`src/rtl/mips_data_stall_bridge.sv`:
```
// rtl/mips_data_stall_bridge.sv - stalls a Harvard MIPS data port onto a held request/waitrequest memory bus
module mips_data_stall_bridge #(
  parameter int unsigned TIMEOUT_CYCLES = 64,
  parameter logic [31:0] ERROR_DATA     = 32'hDEADBEEF
) (
  input  logic        clk,
  input  logic        reset,
  input  logic        ext_enable,
  input  logic [31:0] cpu_address,
  input  logic        cpu_read,
  input  logic        cpu_write,
  input  logic [31:0] cpu_writedata,
  output logic [31:0] cpu_readdata,
  output logic        clock_enable,
  output logic [31:0] mem_address,
  output logic        mem_read,
  output logic        mem_write,
  output logic [31:0] mem_writedata,
  input  logic [31:0] mem_readdata,
  input  logic        mem_waitrequest,
  output logic        bus_error,
  output logic [15:0] stall_count
);

  // Wait counter only has to reach TIMEOUT_CYCLES-1; a zero timeout disables the abort path.
  localparam int unsigned WCW        = (TIMEOUT_CYCLES > 1) ? $clog2(TIMEOUT_CYCLES) : 1;
  localparam bit          TIMEOUT_EN = (TIMEOUT_CYCLES != 0);
  localparam logic [WCW-1:0] WAIT_LAST = (TIMEOUT_CYCLES > 0) ? WCW'(TIMEOUT_CYCLES - 1) : '0;

  typedef enum logic [1:0] {
    ST_IDLE   = 2'd0,
    ST_ACCESS = 2'd1,
    ST_DONE   = 2'd2
  } state_e;

  state_e         state_q;
  logic [31:0]    addr_q;
  logic [31:0]    wdata_q;
  logic [31:0]    rdata_q;
  logic           mem_read_q;
  logic           mem_write_q;
  logic           bus_error_q;
  logic [WCW-1:0] wait_cnt_q;
  logic [15:0]    stall_count_q;
  logic [15:0]    stall_count_d;

  logic cpu_req;
  logic stall_active;
  logic wait_expired;

  assign cpu_req      = cpu_read | cpu_write;
  // The CPU is frozen while a request is being latched and for every bus cycle of the access.
  assign stall_active = ((state_q == ST_IDLE) && cpu_req) || (state_q == ST_ACCESS);
  // Abort on the TIMEOUT_CYCLES-th consecutive waitrequest cycle of an access.
  assign wait_expired = TIMEOUT_EN && mem_waitrequest && (wait_cnt_q == WAIT_LAST);

  // Stall the CPU combinationally so it never advances past an unfinished access; reset passes ext_enable through.
  always_comb begin
    clock_enable = ext_enable;
    if (reset && stall_active) begin
      clock_enable = 1'b0;
    end
  end

  // Saturating stall counter next-state.
  always_comb begin
    stall_count_d = stall_count_q;
    if (stall_active && (stall_count_q != 16'hFFFF)) begin
      stall_count_d = stall_count_q + 16'd1;
    end
  end

  // Access FSM with registered bus strobes, captured read data and sticky error flag.
  always_ff @(posedge clk or negedge reset) begin
    if (!reset) begin
      state_q       <= ST_IDLE;
      addr_q        <= '0;
      wdata_q       <= '0;
      rdata_q       <= '0;
      mem_read_q    <= 1'b0;
      mem_write_q   <= 1'b0;
      bus_error_q   <= 1'b0;
      wait_cnt_q    <= '0;
      stall_count_q <= '0;
    end else begin
      stall_count_q <= stall_count_d;
      case (state_q)
        ST_IDLE: begin
          if (cpu_req) begin
            addr_q      <= {cpu_address[31:2], 2'b00};
            wdata_q     <= cpu_writedata;
            // A simultaneous read+write is a protocol violation: the write wins.
            mem_write_q <= cpu_write;
            mem_read_q  <= ~cpu_write;
            wait_cnt_q  <= '0;
            if (cpu_read && cpu_write) begin
              bus_error_q <= 1'b1;
            end
            state_q <= ST_ACCESS;
          end
        end
        ST_ACCESS: begin
          if (!mem_waitrequest) begin
            if (mem_read_q) begin
              rdata_q <= mem_readdata;
            end
            mem_read_q  <= 1'b0;
            mem_write_q <= 1'b0;
            state_q     <= ST_DONE;
          end else if (wait_expired) begin
            // Hung access: abandon it, hand the CPU a recognisable error word.
            mem_read_q  <= 1'b0;
            mem_write_q <= 1'b0;
            rdata_q     <= ERROR_DATA;
            bus_error_q <= 1'b1;
            state_q     <= ST_DONE;
          end else begin
            wait_cnt_q <= wait_cnt_q + 1'b1;
          end
        end
        ST_DONE: begin
          // Hold the result until the CPU actually gets a clock edge to sample it.
          if (ext_enable) begin
            state_q <= ST_IDLE;
          end
        end
        default: begin
          state_q <= ST_IDLE;
        end
      endcase
    end
  end

  assign cpu_readdata  = rdata_q;
  assign mem_address   = addr_q;
  assign mem_writedata = wdata_q;
  assign mem_read      = mem_read_q;
  assign mem_write     = mem_write_q;
  assign bus_error     = bus_error_q;
  assign stall_count   = stall_count_q;

endmodule

```
`config.mk`:
```
export PLATFORM = sky130hd
export DESIGN_NAME = mips_data_stall_bridge
export DESIGN_NICKNAME = d
export VERILOG_FILES = /design/src/rtl/mips_data_stall_bridge.sv
export SDC_FILE = /design/constraint.sdc
export NUM_CORES = 1
export LEC_CHECK = 0
export CAP_MARGIN = 20
export CORE_MARGIN = 2
export CORE_UTILIZATION = 38
export DETAILED_ROUTE_END_ITERATION = 10
export MAX_ROUTING_LAYER = met4
export PLACE_DENSITY = 0.77
export SETUP_SLACK_MARGIN = 0.2
export SLEW_MARGIN = 10
export SYNTH_ARGS = -nofsm -noshare
export SYNTH_HDL_FRONTEND = slang
export SYNTH_SLANG_ARGS = --single-unit
```
`constraint.sdc`:
```
create_clock -name clk -period 1.95 [get_ports clk]
set_clock_uncertainty 0.2 [all_clocks]
set_input_delay 0.2925 -clock clk [delete_from_list [all_inputs] [get_ports clk]]
set_output_delay 0.2925 -clock clk [all_outputs]
set_load 0.1 [all_outputs]
```
# --- Yosys cells after proc, flatten, opt, wreduce, memory -nomap -nowiden ---
# Cells that the tools add are included.
word_totals:
  ff_bits: 121
  input_bits: 102
  output_inout_bits: 116
  elab_cells: 64
classes:
  addsub: 2
  eq_ne: 12
  muxes: 24
  n_bitwise: 2
  n_reduce_logical: 15
op_table:
  columns: ["op", "n"]
  rows:
  - ["32-bit two-way mux", 3]
  - ["6-bit two-way mux", 3]
  - ["16-bit by 1-bit adder with 16-bit output, second input constant", 1]
  - ["16-bit != test, second input constant", 1]
  - ["6-bit case mux with 2 select lines", 1]
  - ["2-bit != test, second input constant", 5]
  - ["1-bit two-way mux", 9]
  - ["3-bit AND reduction", 3]
  - ["2-bit two-way mux", 4]
  - ["6-bit by 1-bit adder with 6-bit output, second input constant", 1]
  - ["6-bit equality test, second input constant", 1]
  - ["1-bit case mux with 2 select lines", 3]
  - ["2-bit case mux with 3 select lines", 1]
  - ["1-bit logical AND", 5]
  - ["5-bit AND reduction", 1]
  - ["2-bit by 1-bit != test with 1-bit output, second input constant", 2]
  - ["4-bit AND reduction", 1]
  - ["2-bit nonzero test", 2]
  - ["3-bit != test, second input constant", 1]
  - ["2-bit by 1-bit equality test with 1-bit output, second input constant", 1]
  - ["2-bit equality test, second input constant", 1]
  - ["2-bit zero test", 1]
  - ["2-bit AND reduction", 1]
  - ["1-bit logical OR", 1]
  - ["other kinds (2)", 2]

# --- Depth between registers and ports, before layout ---
# Gate-level depths: netlist (run 1).
depth:
  ltp_word: 5
  mapped_depth: 7
  depth_no_buf: 5

# --- Worst setup path before layout (run 1) ---
# OpenSTA, ideal clock, no wires.
synth_timing:
  path_kind: "register to output"
  from: "register state_q[0]"
  to: "output clock_enable"
  t_arrival_ns: 2.990
  t_required_ns: 1.457
  slack_ns: -1.533
  path_stages_with_launch: 4
  path_buffers: 0
  cell_sequence: "dfrtp_1 -> nor3_2 -> nor2_1 -> a21boi_0"
synth_between:
  elab_chain_len: 5
  elab_cells_between_ends: 6
  classes_between: "1 x eq/ne; 1 x mux; 4 x reduce/logical"
synth_lines:
  columns: ["element", "line", "text"]
  rows:
  - ["from (decl)", "36", "state_e state_q;"]
  - ["from (signal assigned)", "76", "state_q <= ST_IDLE;"]
  - ["from (signal assigned)", "99", "state_q <= ST_ACCESS;"]
  - ["from (signal assigned)", "109", "state_q <= ST_DONE;"]
  - ["2-bit zero test", "53", "assign stall_active = ((state_q == ST_IDLE) && cpu_req) || (state_q == ST_ACCESS);"]
  - ["1-bit logical AND", "53", null]
  - ["1-bit logical OR *", "53", null]
  - ["1-bit logical AND *", "60", "if (reset && stall_active) begin"]
  - ["1-bit two-way mux *", "60", null]
  - ["to (decl)", "14", "output logic clock_enable,"]
# Every way passes the cells marked *; elsewhere a longest branch is shown, timed or not.

# --- Worst setup path after layout (run 1) ---
layout_timing:
  from: "register stall_count_q[0] (netlist: stall_count[0])"
  to: "register stall_count_q[14] (netlist: stall_count[14])"
layout_between:
  elab_chain_len: 2
  elab_cells_between_ends: 3
  classes_between: "1 x add/sub; 1 x eq/ne; 1 x reduce/logical"
layout_lines:
  columns: ["element", "line", "text"]
  rows:
  - ["from (decl)", "44", "logic [15:0] stall_count_q;"]
  - ["from (signal assigned)", "86", "stall_count_q <= stall_count_d;"]
  - ["parallel branches: the longest is 2 deep, another holds 16-bit by 1-bit adder with 16-bit output", null, null]
# Several ways; the timed one is not identified.
# A chain may end at the register's enable or synchronous reset.

==> results of run 1 <==
==> per-stage QoR <==
stage	instances	utilization [%]	setup TNS, ns
floorplan	477	-	-0.902
global placement	860	68.8	-1.80
detailed placement	860	68.8	-2.60
CTS	912	75.8	-0.232
global route	931	78.4	-0.830
finish	931	78.4	-0.443
==> cells in the mapped netlist, types with 2 or more instances <==
cell type,instances
xnor2_1,4
a211o_1,2
clkbuf_1,15
buf_2,6
nand3_1,7
nand4_1,4
o21ai_0,5
nor3_1,9
o31ai_1,3
mux2_1,2
mux2_2,5
and3_1,4
o22a_1,24
ha_1,2
a21o_1,2
a21oi_1,4
buf_4,2
nand2_1,200
or3_1,2
dfrtp_1,121
nor2_1,12
inv_1,4
nand2b_1,2
a22o_1,8
nor3b_1,3
mux2i_1,2
xor2_1,4
==> logic make-up after synthesis <==
logic type / synth area share (%)
compound gates: 9.19
xor+xnor: 1.45
fa+ha+maj: 0.516
buf+inv: 2.40
flops: 62.5
mux: 2.04
other cells: 0.0773
simple gates: 21.9
==> registers in the layout, summed over array words and instances (netlist names) <==
register       count
cpu_readdata      32
mem_writedata     32
mem_address       30
stall_count       16
wait_cnt_q         6
state_q            2
bus_error          1
mem_read           1
mem_write          1
==> worst max path at each step <==
stage	start	endpoint	slack [ns]	depth (start not counted)
final	stall_count[0]	stall_count[14]	-0.18	5
after detailed placement	cpu_read	stall_count[14]	-0.32	5
after global placement	cpu_write	stall_count[14]	-0.26	5
after floorplan	stall_count[0]	stall_count[14]	-0.24	6
after CTS	state_q[0]	clock_enable	-0.14	5
after global routing	stall_count[1]	stall_count[14]	-0.21	5
==> metal layers <==
layer,track usage [%],wire (µm)
met5,-,0
met4,11.9,635
met3,7.05,1060
met2,42.4,9240
met1,27.1,6580
==> what timing repair did <==
| action | 4_1_cts | 5_1_grt |
|---|---|---|
| pin swaps | 18 | 29 |
| endpoints found under the setup margin | 49 | 57 |
| gates resized for setup | 29 | 29 |
| setup buffers | 19 | 16 |
| gates cloned | 3 | 3 |
| hold endpoints to repair | 121 | 0 |
| hold buffers | 1 | 0 |
==> cell type report <==
cell class | instances | area, µm² | area share (%)
multi-input cells | 330 | 1980 | 20.2
flip-flops and latches | 121 | 3080 | 31.4
clock inverters | 8 | 97.6 | 0.995
clock buffers | 21 | 470 | 4.79
repair buffers | 275 | 3950 | 40.3
inverters | 4 | 15.0 | 0.153
well taps | 172 | 215 | 2.19
==> tightest hold or removal path: stages <==
cell             delay (ns)
clkdlybuf4s50_1        0.40
nand2_1                0.05
nand2_1                0.04
==> out/results.txt, run 1 <==
Outcome -> finished, violations left
Failing checks -> negative setup slack
Row count -> 41
Mapped Avg Cell Area -> 10.2 µm²
Ports -> 218
HPWL after detailed placement -> 10.5 mm
Final hold slack -> 0.204 ns
Worst Path Arrival -> 2.23 ns
1st-iter DRT viols -> 331
Vias post-DR -> 4,677
Worst endpoint required time -> 2.04 ns
Final Cell Area -> 0.00981 mm²
Final Max Tran Viols -> 0
Clock Tree Buf Depth -> 2
Place WS -> -0.322 ns
WS Path Type -> reg2reg
Initial antenna violation count -> 0
Die width -> 117 µm
Crit end category -> flip-flop
Clock Latency Late Sink -> 0.41 ns
Worst-path clk slew -> 0.05 ns
RSZ-0062 raised after global routing -> true
Pin count of the biggest net entering global routing -> 122
Port bufs -> 213
Commonest non-fill, non-tap cell in the layout -> nand2_1
Depth of the most critical reg-to-reg path -> 5
Post-DRT Antenna Nets -> 0
Hold Path End -> mem_writedata[24]
CP max-delay cell -> or3_1
Cells after Synth -> 476
Endpoints failing hold -> 0
Crit start category -> flip-flop
Synth warn -> 0
CP max stage delay -> 0.46 ns
Fraction of registers with async set/reset -> 100%
Core Region -> 0.0125 mm²
Largest cells by area after synthesis -> dfrtp_1 (62%), nand2_1 (15%), o22a_1 (4.3%), a22o_1 (1.4%), clkbuf_1 (1.2%)
CTS Buf Count -> 17
Register-to-register setup slack -> -0.18 ns
Sink Count -> 121
Worst Hold Launch -> cpu_writedata[24]
Initial Util -> 38.7%
Fin worst setup slack -> -0.184 ns
Clock root cell -> clkbuf_16
Drt first pass iters -> 4
First-pass GRT wire length -> 25.0 mm
Post-DR wirelength/cell -> 18.8 µm
GR Overflow Total -> 0
Synth Cell Area -> 0.00485 mm²
Worst slew pin tran -> 0.724 ns
Crit-path cells -> ha_4 > nand2_2 > or3_1 > nor4_2 > mux2_1
Drt total wl -> 17.5 mm
MaxCap Viol Count -> 0
Share of layout cells above drive strength 1 -> 35.0%
Die Height -> 117 µm
DRC viols -> 0
Vias in the first global route -> 4,911
Antenna Cells -> 0
CP delay by family, top -> simple AND/OR/NAND/NOR gates
Area Overhead vs Synth -> 102%
Top FF cell, synth -> dfrtp_1
Slew margin rel. -> 51.8%
Synth Register Bits -> 121
Seq/Total Area, Yosys -> 62.5%
CTS tree -> built
Final Cycle Share -> 109%
GP Congestion -> 0.805
Vias per cell -> 5.02
H-tree depth -> 4
Post-synth EDFFs -> 0
Fin crit period -> 2.13 ns
Post-DP Area -> 0.00861 mm²
Bufs and invs on worst path -> 0
Hold Path Cell Cnt -> 3
RR Endpoint -> stall_count[14]
Yosys top cell area share -> 62.5%
Maximum net fanout on the critical path -> 5
Worst Hold Class -> in2reg
Commonest cells after routing, fill and taps aside -> nand2_1 (196), buf_12 (119), dfrtp_1 (104)
GRT Overall Usage -> 25.0%
Fmax -> 469 MHz
Worst R2R Start -> stall_count[0]
DIE AREA -> 0.0137 mm²
Setup violations, final -> 6
Fin nets -> 853
Cell taking the most area after synthesis -> dfrtp_1
Number of fillers in the final layout -> 715
Synth cell types -> 45
Power of run 1 is left out: the tool's default activity adds up to more than one toggle a clock period on the data nets, which glitch-free logic cannot reach.
==> run 2: changes to the inputs <==
--- a/config.mk
+++ b/config.mk
@@ -8,6 +8,7 @@
 export CAP_MARGIN = 20
 export CORE_MARGIN = 2
 export CORE_UTILIZATION = 38
+export CTS_CLUSTER_DIAMETER = 60
 export DETAILED_ROUTE_END_ITERATION = 10
 export MAX_ROUTING_LAYER = met4
 export PLACE_DENSITY = 0.77
==> results of run 2 <==
No change in the layout: final DEF, timing and power equal those of run 1.
Power of run 2 is left out for the same reason.
